### src/rtl/l2_instruction_responder.sv
// rtl/l2_instruction_responder.sv - L2 stand-in answering I-cache line misses from a word-writable store
//
// Ports:
//   clk, rst_n                               clock, synchronous active-low reset
//   address_to_l2_valid/ready_instruction_cache, address_to_l2_instruction_cache
//                                            block-address request handshake
//   data_from_l2_valid/ready_instruction_cache, data_from_l2_instruction_cache
//                                            line response handshake (word 0 in the MSBs)
//   l2_address_error                         response came from an out-of-range block
//   word_write_enable/address/data           backdoor word preload (word index, not byte)
module l2_instruction_responder #(
  parameter int ADDRESS_WIDTH       = 32,
  parameter int WORD_SIZE           = 4,
  parameter int WORD_PER_BLOCK      = 16,
  parameter int L2_DEPTH_BLOCKS     = 4,
  parameter int BLOCK_ADDRESS_WIDTH = 26,
  parameter int READ_LATENCY        = 2,
  localparam int WORD_WIDTH         = 8 * WORD_SIZE,
  localparam int BLOCK_WIDTH        = WORD_WIDTH * WORD_PER_BLOCK
) (
  input  logic                           clk,
  input  logic                           rst_n,
  input  logic                           address_to_l2_valid_instruction_cache,
  output logic                           address_to_l2_ready_instruction_cache,
  input  logic [BLOCK_ADDRESS_WIDTH-1:0] address_to_l2_instruction_cache,
  output logic                           data_from_l2_valid_instruction_cache,
  input  logic                           data_from_l2_ready_instruction_cache,
  output logic [BLOCK_WIDTH-1:0]         data_from_l2_instruction_cache,
  output logic                           l2_address_error,
  input  logic                           word_write_enable,
  input  logic [ADDRESS_WIDTH-1:0]       word_write_address,
  input  logic [WORD_WIDTH-1:0]          word_write_data
);

  localparam int DEPTH_WORDS = L2_DEPTH_BLOCKS * WORD_PER_BLOCK;
  localparam int WIDX_W      = (DEPTH_WORDS > 1) ? $clog2(DEPTH_WORDS) : 1;
  localparam int BIDX_W      = (L2_DEPTH_BLOCKS > 1) ? $clog2(L2_DEPTH_BLOCKS) : 1;
  localparam int CNT_W       = (READ_LATENCY > 1) ? $clog2(READ_LATENCY) : 1;

  localparam logic [BLOCK_ADDRESS_WIDTH-1:0] DEPTH_BLK   = BLOCK_ADDRESS_WIDTH'(L2_DEPTH_BLOCKS);
  localparam logic [ADDRESS_WIDTH-1:0]       DEPTH_WRD   = ADDRESS_WIDTH'(DEPTH_WORDS);
  localparam logic [CNT_W-1:0]               CNT_RELOAD  = CNT_W'(READ_LATENCY - 1);

  typedef enum logic [1:0] {
    ST_IDLE    = 2'd0,
    ST_WAIT    = 2'd1,
    ST_RESPOND = 2'd2
  } state_t;

  state_t                         state;
  logic [CNT_W-1:0]               cnt;
  logic [BLOCK_ADDRESS_WIDTH-1:0] addr_q;
  logic [WORD_WIDTH-1:0]          mem [0:DEPTH_WORDS-1];
  logic [BLOCK_WIDTH-1:0]         line_rd;
  logic [BIDX_W-1:0]              blk_idx;
  logic                           addr_in_range;

  // Ready is a pure decode of the state, gated by reset so it reads 0 while
  // reset is held and 1 in the very first cycle after release.
  assign address_to_l2_ready_instruction_cache = rst_n && (state == ST_IDLE);

  // Full-width compare: high address bits never alias onto a valid block.
  assign addr_in_range = (addr_q < DEPTH_BLK);
  assign blk_idx       = addr_q[BIDX_W-1:0];

  // Assemble the requested line straight from the store; word 0 lands in the MSBs.
  always_comb begin
    line_rd = '0;
    for (int j = 0; j < WORD_PER_BLOCK; j++) begin
      line_rd[BLOCK_WIDTH-1-WORD_WIDTH*j -: WORD_WIDTH] =
        mem[WIDX_W'(int'(blk_idx) * WORD_PER_BLOCK + j)];
    end
  end

  // Backdoor store. Not reset, so preloaded contents survive a reset. The
  // line load samples mem through line_rd before this edge's write lands,
  // giving read-before-write when both happen on the same edge.
  always_ff @(posedge clk) begin
    if (word_write_enable && (word_write_address < DEPTH_WRD)) begin
      mem[WIDX_W'(word_write_address)] <= word_write_data;
    end
  end

  always_ff @(posedge clk) begin
    if (!rst_n) begin
      state                                <= ST_IDLE;
      cnt                                  <= '0;
      addr_q                               <= '0;
      data_from_l2_valid_instruction_cache <= 1'b0;
      data_from_l2_instruction_cache       <= '0;
      l2_address_error                     <= 1'b0;
    end else begin
      case (state)
        ST_IDLE: begin
          if (address_to_l2_valid_instruction_cache) begin
            addr_q <= address_to_l2_instruction_cache;
            cnt    <= CNT_RELOAD;
            state  <= ST_WAIT;
          end
        end
        ST_WAIT: begin
          if (cnt != '0) begin
            cnt <= cnt - 1'b1;
          end else begin
            data_from_l2_valid_instruction_cache <= 1'b1;
            if (addr_in_range) begin
              data_from_l2_instruction_cache <= line_rd;
              l2_address_error               <= 1'b0;
            end else begin
              data_from_l2_instruction_cache <= '0;
              l2_address_error               <= 1'b1;
            end
            state <= ST_RESPOND;
          end
        end
        ST_RESPOND: begin
          // Line is held stable until the consumer takes it; no new request
          // is accepted on the completion edge itself.
          if (data_from_l2_ready_instruction_cache) begin
            data_from_l2_valid_instruction_cache <= 1'b0;
            data_from_l2_instruction_cache       <= '0;
            l2_address_error                     <= 1'b0;
            state                                <= ST_IDLE;
          end
        end
        default: begin
          state <= ST_IDLE;
        end
      endcase
    end
  end

endmodule

### config.mk
export PLATFORM = sky130hd
export DESIGN_NAME = l2_instruction_responder
export DESIGN_NICKNAME = d
export VERILOG_FILES = /design/src/rtl/l2_instruction_responder.sv
export SDC_FILE = /design/constraint.sdc
export NUM_CORES = 2
export LEC_CHECK = 0
export BUFFER_PORTS_ARGS = -buffer_cell sky130_fd_sc_hd__buf_2
export CORE_ASPECT_RATIO = 0.8
export CORE_MARGIN = 3
export CORE_UTILIZATION = 43
export CTS_CLUSTER_DIAMETER = 50
export CTS_CLUSTER_SIZE = 20
export DETAILED_ROUTE_END_ITERATION = 7
export PLACE_DENSITY_LB_ADDON = 0.3
export SETUP_SLACK_MARGIN = 0.15
export SKIP_LAST_GASP = 1
export SLEW_MARGIN = 20
export SYNTH_ARGS = -nofsm -noshare
export SYNTH_HDL_FRONTEND = slang
export SYNTH_SLANG_ARGS = --single-unit
### constraint.sdc
create_clock -name clk -period 3.1 [get_ports clk]
set_input_delay 0.31 -clock clk [delete_from_list [all_inputs] [get_ports clk]]
set_output_delay 0.31 -clock clk [all_outputs]
set_load 0.02 [all_outputs]
==> qor.txt <==
GR Overflow Total -> 0
post_cts resized -> 0
ANT nets after route -> 0
CP bufs+invs -> 2
RSZ-0062 raised after global routing -> no
total number of vias -> 44100
combinational power share -> 4.8%
clk slew on worst S/H paths -> 0.08 ns
CTS tree -> done
vias in the first global route -> 43900
clock buffer depth -> 3
highest-delay cell along the critical path -> dfxtp_1
Max-Cap Viols -> 0
Post-Place Cells -> 7422
Critical Path Most Common Cell -> buf_12
setup ws final -> 0.720 ns
Initial Util -> 43.6%
critical path arrival -> 3.17 ns
crit-path max FO -> 74
Largest stage delay, worst path -> 0.44 ns
Die Area -> 216000 sq um
post-DP HPWL -> 137000 um
pwr dens -> 619 nW/um^2
Final TNS setup -> 0 ns
leading area contributor after synthesis -> edfxtp_1
drt total wl -> 233000 um
die height -> 416 um
crit-path leading delay family -> simple AND/OR/NAND/NOR gates
WL per Instance -> 29.8 um
hold_sp -> word_write_data[11]
Tot Pwr -> 65500 uW
Critical Path Start -> state[0]
period utilization -> 76.8%
Root Driver -> clkbuf_16
share of power burned in registers -> 57.3%
share of layout cells above drive strength 1 -> 33.5%
Final Net Count -> 4955
Worst setup SP type -> flop
Setup Skew -> 0.0447 ns
setup violators final -> 0
YS warnings -> 0
most area-consuming cells after synthesis -> edfxtp_1 68%, mux4_2 13%, dfxtp_1 12%
Core Area -> 207000 sq um
Netlist cell types -> 34
pre-CTS setup slack -> 0.557 ns
gpl congestion -> 0.755
ys async rst share -> 0%
vias per std cell -> 5.64
Synth top area share -> 68.0%
VDD IR max -> 0.566 mV
num rows -> 149
clock latency on the worst-skew pair -> 0.86 ns
required time worst endpoint -> 3.89 ns
WS Path Type -> reg -> reg
sequential-to-total area share from yosys stat -> 80.1%
Pre-antenna DRT Iters -> 5
gr usage total -> 21.4%
CP cell instances -> nor3b_2 -> nand4_1 -> nor3_4 -> buf_12 -> buf_12 -> a22o_1
Clock Sinks -> 2593
H-tree depth -> 4
largest net degree at the start of global routing -> 92
worst slew pin tran -> 1.15 ns
worst r2r src -> state[0]
Seq cells post-synth -> 2593
Fin. Hold Viols -> 0
FMAX -> 420 MHz
Sw Ratio -> 22.5%
max_slew headroom -> 23.0%
crit path time final -> 2.38 ns
hold slack -> 0.0586 ns
Tightest Hold Check Type -> in -> reg
initial DRC count -> 5014
# DRC -> 0
initial antenna violation count -> 22
status -> finished clean
Num CTS Buffers -> 183
IO Port Bufs -> 609
Mean Syn Cell Area -> 22.2 sq um
CP endpoint kind -> flop
non-filler cells, final -> 7824
chip width -> 519 um
EDFF count, synth -> 2048
Top FF cell, synth -> edfxtp_1
Layout area overhead -> 17.2%
# IOs -> 610
most frequent cells in the layout -> 2048 x edfxtp_1, 577 x buf_2, 542 x dfxtp_1, 512 x mux4_2, 511 x a22o_1
Int Power -> 50800 uW
Post-Syn Instances -> 4072
clock power share -> 37.9%
mapped cell area -> 90400 sq um
most common cell after layout, fill and taps aside -> edfxtp_1
Final Max Tran Viols -> 0
Pleak -> 0.0352 uW
Net Sw Power -> 14700 uW
first-pass GRT wire length -> 330000 um
Post-Syn Nets -> 4167
[cell usage after synthesis (all sizes together), types with 3 or more instances]
cell type  count
a21oi         28
a22o         511
buf           86
clkbuf       157
dfxtp        545
edfxtp      2048
mux4         512
nand2         60
nand3          4
nand3b         3
nand4          4
nand4b         3
nor2          74
nor2b          5
nor4          11
[power groups by stage]
| stage | registers [uW] | clock network [uW] | logic, uW |
|---|---|---|---|
| 3_3_place_gp | 38400 | 0 | 3100 |
| 3_5_place_dp | 38400 | 0 | 3140 |
| 5_1_grt | 37600 | 26700 | 3310 |
| 4_1_cts | 37600 | 25400 | 3180 |
| 2_1_floorplan | 38400 | 0 | 1460 |
| 6_report | 37600 | 24800 | 3110 |
[layout make-up]
| class | instances | area, sq um |
|---|---|---|
| clock inverter | 107 | 1170 |
| clock buffer | 241 | 4990 |
| inverter | 2 | 7.51 |
| timing repair buffer | 846 | 6310 |
| multi-input combinational | 1234 | 17500 |
| tap | 2793 | 3490 |
| fill | 16200 | 102000 |
| sequential | 2593 | 72400 |
| antenna | 8 | 20.0 |
[routing by layer]
layer	GRT usage [%]	share of wire [%]
met1	30.4	41
met4	4.28	1.7
met5	0	0
met3	4.37	8.4
met2	34.5	49
[cell families after synthesis]
| kind of cell | share of synthesized area (%) |
|---|---|
| muxes | 12.8 |
| AOI/OAI and AO/OA | 5.17 |
| and+or+nand+nor | 0.879 |
| buffers and inverters | 1.06 |
| DFF | 80.1 |
[final timing paths]
kind                                        end  slack [ns]  depth (start not counted)
min reg2reg                          addr_q[20]        0.46                          2
min                                 mem[60][11]        0.06                          1
max reg2reg  data_from_l2_instruction_cache[82]        0.72                          6
max          data_from_l2_instruction_cache[82]        0.72                          6
[repair_timing]
action	in CTS	in global routing
hold buffers	42	2
endpoints found under the setup margin	0	0
setup buffers	0	0
hold endpoints to repair	229	52
[per-stage QoR]
stage | cell area (sq um) | utilization, %
final | 106000 | 51.0
after global routing | 106000 | 51.0
after CTS | 106000 | 51.0
after detailed placement | 99200 | 47.8
after global placement | 99200 | 47.8
after floorplan | 90400 | -
[state kept, by name, summed over array words and instances (netlist names), named ones only]
register                              cells
mem                                    2048
state                                     2
addr_q                                   26
cnt                                       1
data_from_l2_instruction_cache          512
l2_address_error                          1
data_from_l2_valid_instruction_cache      1
No activity file was read; power rests on OpenSTA's default activity.
